### src/rtl/ddr2_rd_arbiter.sv
// Shares the ddr2_mgr read port among NUM_REQ readers, round-robin, one transfer at a time.
// Define DDR2_RD_ARB_PRIO0_EN to give requester 0 priority over a rotating group of the rest.
module ddr2_rd_arbiter #(
  parameter int NUM_REQ     = 3,
  parameter int ADDR_W      = 25,
  parameter int LEN_W       = 10,
  parameter int DATA_W      = 32,
  parameter int TIMEOUT_CYC = 4096
) (
  input  logic                      clk,
  input  logic                      rst,
  input  logic [NUM_REQ-1:0]        req_vec,
  input  logic [NUM_REQ*ADDR_W-1:0] req_addr,
  input  logic [NUM_REQ*LEN_W-1:0]  req_len,
  output logic [NUM_REQ-1:0]        grant_vec,
  output logic [NUM_REQ-1:0]        data_valid_vec,
  output logic [DATA_W-1:0]         rd_data,
  output logic [NUM_REQ-1:0]        done_vec,
  output logic                      mem_req,
  output logic [ADDR_W-1:0]         mem_addr,
  output logic [LEN_W-1:0]          mem_xfr_len,
  input  logic                      mem_grant,
  input  logic [DATA_W-1:0]         mem_data,
  input  logic                      mem_data_valid,
  output logic [1:0]                owner,
  output logic                      busy,
  output logic                      timeout_err
);

  typedef enum logic [1:0] {IDLE, WAIT_GRANT, XFR, DONE} state_t;

  localparam int         PW   = $clog2(TIMEOUT_CYC + 1);
  localparam logic [2:0] NREQ = 3'(NUM_REQ);
  localparam logic [1:0] LAST = 2'(NUM_REQ - 1);

  state_t              state_q;
  logic [1:0]          ptr_q, owner_q;
  logic [LEN_W-1:0]    cnt_q;
  logic [PW-1:0]       prog_q;
  logic [NUM_REQ-1:0]  grant_q, dv_q, done_q;
  logic [DATA_W-1:0]   rd_data_q;
  logic                mem_req_q, terr_q;
  logic [ADDR_W-1:0]   mem_addr_q;
  logic [LEN_W-1:0]    mem_len_q;

  logic [2:0]          pick_d;
  logic [ADDR_W-1:0]   sel_addr_d;
  logic [LEN_W-1:0]    sel_len_d;
  logic [NUM_REQ-1:0]  owner_oh, pick_oh;
  logic                tmo;
  logic [ADDR_W-1:0]   addr_arr [NUM_REQ];
  logic [LEN_W-1:0]    len_arr  [NUM_REQ];

  genvar gi;
  generate
    for (gi = 0; gi < NUM_REQ; gi++) begin : g_req
      assign addr_arr[gi] = req_addr[gi*ADDR_W +: ADDR_W];
      assign len_arr[gi]  = req_len[gi*LEN_W +: LEN_W];
      assign owner_oh[gi] = (owner_q == 2'(gi));
      assign pick_oh[gi]  = (pick_d[1:0] == 2'(gi));
    end
  endgenerate

  // Returns {found, index} of the first set bit of v at or after p, wrapping within n entries.
  function automatic logic [2:0] rr_pick(input logic [3:0] v, input logic [1:0] p,
                                         input logic [2:0] n);
    logic [2:0] s;
    rr_pick = '0;
    for (int k = 3; k >= 0; k--) begin
      s = {1'b0, p} + 3'(k);
      if (s >= n) s = s - n;
      if ((3'(k) < n) && v[s[1:0]]) rr_pick = {1'b1, s[1:0]};
    end
  endfunction

`ifdef DDR2_RD_ARB_PRIO0_EN
  logic [1:0] oth_q;
  logic [2:0] pick_oth;
  // Requester 0 yields exactly one turn to the others right after it was served.
  always_comb begin
    pick_oth = rr_pick(4'(req_vec >> 1), oth_q, NREQ - 3'd1);
    if (req_vec[0] && !(ptr_q == 2'd1 && pick_oth[2])) pick_d = 3'b100;
    else                                               pick_d = {pick_oth[2], pick_oth[1:0] + 2'd1};
  end
`else
  always_comb pick_d = rr_pick(4'(req_vec), ptr_q, NREQ);
`endif

  always_comb begin
    sel_addr_d = addr_arr[pick_d[1:0]];
    sel_len_d  = len_arr[pick_d[1:0]];
  end

  assign tmo = (prog_q == PW'(TIMEOUT_CYC - 1)) && !mem_grant && !mem_data_valid;

  always_ff @(posedge clk) begin
    if (rst) begin
      state_q    <= IDLE;
      ptr_q      <= '0;
      owner_q    <= '0;
      cnt_q      <= '0;
      prog_q     <= '0;
      grant_q    <= '0;
      dv_q       <= '0;
      done_q     <= '0;
      rd_data_q  <= '0;
      mem_req_q  <= 1'b0;
      terr_q     <= 1'b0;
      mem_addr_q <= '0;
      mem_len_q  <= '0;
`ifdef DDR2_RD_ARB_PRIO0_EN
      oth_q      <= '0;
`endif
    end else begin
      grant_q <= '0;
      dv_q    <= '0;
      done_q  <= '0;
      prog_q  <= (mem_grant || mem_data_valid) ? '0 : prog_q + PW'(1);
      case (state_q)
        IDLE: begin
          prog_q <= '0;
          if (pick_d[2]) begin
            owner_q    <= pick_d[1:0];
            mem_addr_q <= sel_addr_d;
            mem_len_q  <= sel_len_d;
            cnt_q      <= sel_len_d;
            if (sel_len_d == '0) begin
              grant_q <= pick_oh;
              state_q <= DONE;
            end else begin
              mem_req_q <= 1'b1;
              state_q   <= WAIT_GRANT;
            end
          end
        end
        WAIT_GRANT: begin
          if (mem_grant) begin
            mem_req_q <= 1'b0;
            grant_q   <= owner_oh;
            state_q   <= XFR;
          end else if ((req_vec & owner_oh) == '0) begin
            mem_req_q <= 1'b0;
            state_q   <= IDLE;
          end else if (tmo) begin
            mem_req_q <= 1'b0;
            terr_q    <= 1'b1;
            state_q   <= DONE;
          end
        end
        XFR: begin
          if (mem_data_valid) begin
            rd_data_q <= mem_data;
            dv_q      <= owner_oh;
            cnt_q     <= cnt_q - LEN_W'(1);
            if (cnt_q == LEN_W'(1)) state_q <= DONE;
          end else if (tmo) begin
            terr_q  <= 1'b1;
            state_q <= DONE;
          end
        end
        DONE: begin
          done_q  <= owner_oh;
          ptr_q   <= (owner_q == LAST) ? 2'd0 : owner_q + 2'd1;
`ifdef DDR2_RD_ARB_PRIO0_EN
          if (owner_q != 2'd0) oth_q <= (owner_q == LAST) ? 2'd0 : owner_q;
`endif
          state_q <= IDLE;
        end
        default: state_q <= IDLE;
      endcase
    end
  end

  assign grant_vec      = grant_q;
  assign data_valid_vec = dv_q;
  assign done_vec       = done_q;
  assign rd_data        = rd_data_q;
  assign mem_req        = mem_req_q;
  assign mem_addr       = mem_addr_q;
  assign mem_xfr_len    = mem_len_q;
  assign owner          = owner_q;
  assign busy           = (state_q != IDLE);
  assign timeout_err    = terr_q;

endmodule

### config.mk
export PLATFORM = sky130hd
export DESIGN_NAME = ddr2_rd_arbiter
export DESIGN_NICKNAME = d
export VERILOG_FILES = /design/src/rtl/ddr2_rd_arbiter.sv
export SDC_FILE = /design/constraint.sdc
export NUM_CORES = 1
export LEC_CHECK = 0
export CAP_MARGIN = 0
export CORE_MARGIN = 1
export CORE_UTILIZATION = 44
export DETAILED_ROUTE_END_ITERATION = 10
export GPL_TIMING_DRIVEN = 0
export MAX_ROUTING_LAYER = met4
export PLACE_DENSITY = 0.85
export SLEW_MARGIN = 20
export SYNTH_ARGS = -nofsm -noshare
export SYNTH_HDL_FRONTEND = slang
export SYNTH_SLANG_ARGS = --single-unit
### constraint.sdc
create_clock -name clk -period 5.7 [get_ports clk]
set_input_delay 1.14 -clock clk [delete_from_list [all_inputs] [get_ports clk]]
set_output_delay 1.14 -clock clk [all_outputs]
set_load 0.1 [all_outputs]
==> impl_results.md <==
* List of most frequent post-synthesis cells: 113 x nand2_1, 107 x dfxtp_1, 73 x nor2_1
* CP max FO at 10
* Finished Cell Area at around 7500 um2
* #FFs+latches synth at 107
* RSZ-0062 raised after global routing: false
* DP Worst Slack at roughly 1600 ps
* Initial Util at between 40% and 50%
* Post-synthesis mux area share at 1.021%
* Detail Route Antenna Nets at 0
* Setup ws final at between 2000 and 2500 ps
* Via count at 5477
* Initial antenna violation count at 1
* Vias/cell at around 5.6
* Core ar. at approximately 11000 um2
* Clock Skew at approximately 12 ps
* Synth Area in Simple Gates at between 20 and 25%
* Overall power at 2.247 mW
* DP HPWL at 12990 um
* Root Buffer: clkbuf_8
* First-pass GRT wire length at 26080 um
* Post-synth top area cell: dfxtp_1
* Pleak at 2.692 nW
* Number of nets in the layout at about 990
* H-tree depth at 3
* WS Path Type: in2reg
* DRC at 0
* Postcts setup bufs at 0
* Slowest cell on the critical path: a221oi_1
* Slew HR at a little under a third
* Total Wirelength at roughly 17000 um
* Most frequent cell after synthesis: nand2_1
* Post-synth EDFFs at 0
* Drt pass-1 iters at 5
* Placed Area at approximately 7300 um2
* Largest net degree at the start of global routing at 20
* Total CTS buffers at 9
* Clock sink total at between 100 and 150
* Final Critical Period at between 3000 and 4000 ps
* Setup Total Neg Slack at 0 ps
* GRT Total Usage at 29.76%
* DRT iter0 DRCs at roughly 350
* Slowest cell delay on critical path at approximately 760 ps
* Post-Synth Adder-Cell Area at under 10%
* Status: complete, no violations
* PD cells at ~300 nW/um2
* Hold_buf cts at 0
* FMAX at between 200 and 300 MHz
* Vias in the first global route at approximately 5300
* Yosys top cell area share at 43.70%
* Clock-pin slew on the worst setup and hold paths at 100 ps
* Worst Path Required at slightly below 6000 ps
* Period utilization at between 60% and 70%
* PostCTS Resize Cnt at 0
* Port Buf Inserts at between 200 and 250
* Vert. Die Dim at approximately 110 um
* Hold Path Class: reg2reg
* Post-Synthesis Cells at between 600 and 700
* Worst-case clock buffer depth at 2
* Post-synth ARST share at 0%
* FP Rows at 38
* Io pins at 225
* Post-synthesis sequential area ratio at between 40 and 50%
* Die span in x at 107.6 um
* Placer Congestion at between 0.9 and 1
* Final Hold Vio Count at 0
* Total gr overflow at 0
* WP data arrival at ~4000 ps
* Synth area leaders: dfxtp_1 44%, nand2_1 8.7%, nor2_1 5.6%
* Die ar. at roughly 12000 um2
* Largest family of logic cells by synthesized area: compound AO/OA/AOI/OAI gates
* Ys flop type: dfxtp_1
* IR drop worst, VDD at around 0.00018 V
* Share of cells above drive strength 1 at between 4 and 5%
* P&R area growth vs syn at 53.16%
* CTS tree: yes
* Clk_lat worst skew at around 370 ps
* Setup crit start kind: input port
* Max Cap Viol at 0
* Total of warnings raised by yosys at 0
* CP Cell Sequence: clkdlybuf4s50_1 > inv_1 > a21oi_1 > a211oi_2 > a221oi_1 > nor4b_4 > nand2b_1 > o21a_1
* WL/cell at between 15 and 20 um
* Worst Tran Pin Value at just over 1000 ps
* Finish-stage setup viols at 0
* Syn Area/Cell at 8.143 um2
* Slew Limit Fails at 0
* Synth cell types at 56
* Worst setup EP type: flip-flop
* Synth Area in XOR/XNOR at 1.787%
* Mapped Area at ~4900 um2
* Syn Nets at 752
* Compound-Gate Fraction of Synth Area at about 24%
report_power, final:
part	switching [mW]	total [mW]	internal (mW)
logic	0.650	0.940	0.290
registers	0.0406	0.854	0.813
clock network	0.284	0.453	0.170
total	0.974	2.25	1.27
path summary, 6_finish.rpt:
path,startpoint,slack [ps],end,cells after the start
min reg2reg,rd_data[5],460,rd_data[5],2
max,req_vec[1],2020,mem_req,8
max reg2reg,ptr_q[0],2520,mem_req,9
min,rd_data[5],460,rd_data[5],2
per-stage QoR:
stage          hold WS [ps]  instances  utilization, %
2_1_floorplan         429.9        602               -
3_3_place_gp          441.0        966           67.52
3_5_place_dp          448.7        966           67.52
4_1_cts               463.8        982           69.22
5_1_grt               482.5        984           69.26
6_report              463.8        984           69.26
routing by layer:
| metal | routed length [um] | global-route usage (%) | part of all wire (%) | up-vias |
|---|---|---|---|---|
| li1 | - | - | - | 2620 |
| met5 | 0 | - | 0 | - |
| met3 | 1182 | 4.782 | 7.1 | 38 |
| met1 | 6575 | 32.93 | 39 | 2569 |
| met2 | 8407 | 52.70 | 50 | 250 |
| met4 | 599 | 12.92 | 3.6 | 0 |
layout make-up:
type | instances | area (um2)
antenna | 2 | 5.005
buffer | 45 | 203.9
clock buffer | 10 | 127.6
clock inverter | 6 | 56.30
fill | 912 | 3332
inverter | 10 | 37.54
multi-input combinational | 440 | 2519
sequential | 107 | 2142
tap | 140 | 175.2
timing repair buffer | 224 | 2242
critical path, delay by kind of cell:
kind	cells	cell delay (ps)
compound gates	4	1610
buf+inv	2	640
simple gates	2	540
registers in the layout (all words and copies together), names as in the netlist:
register,cells
rd_data,32
mem_addr,25
prog_q,13
cnt_q,10
mem_xfr_len,10
data_valid_vec,3
done_vec,3
grant_vec,3
owner,2
ptr_q,2
state_q,2
mem_req,1
timeout_err,1
cells by family (layout without fill, tap and decap cells):
kind of cell	after synthesis	after routing
AO/OA/AOI/OAI	171	171
XOR/XNOR	10	10
adder cells (fa/ha/maj)	6	6
buffers and inverters	55	295
flip-flops	107	107
multiplexers	5	5
other	0	2
AND/OR/NAND/NOR	248	248
placed cells by master (no fill, tap or decap), drive strengths merged, types with 3 or more instances in the layout:
cell type      instances
or3                    3
inv                   14
nand2                113
buf                   12
a311oi                27
a21oi                 53
clkdlybuf4s50        224
a22o                   5
dfxtp                107
o22ai                  3
nand3                  4
a21boi                 3
a22oi                 27
ha                     6
a211oi                10
a211o                  3
mux2i                  5
xor2                   6
nor3                  10
nor2b                  5
clkbuf                43
nand2b                 8
a221oi                 5
nor4                   3
xnor2                  4
a221o                  3
o21a                   3
nand4                  7
nand3b                 4
nor2                  73
o21ai                 19
and3                   8
(Power assumes the default switching activity.)
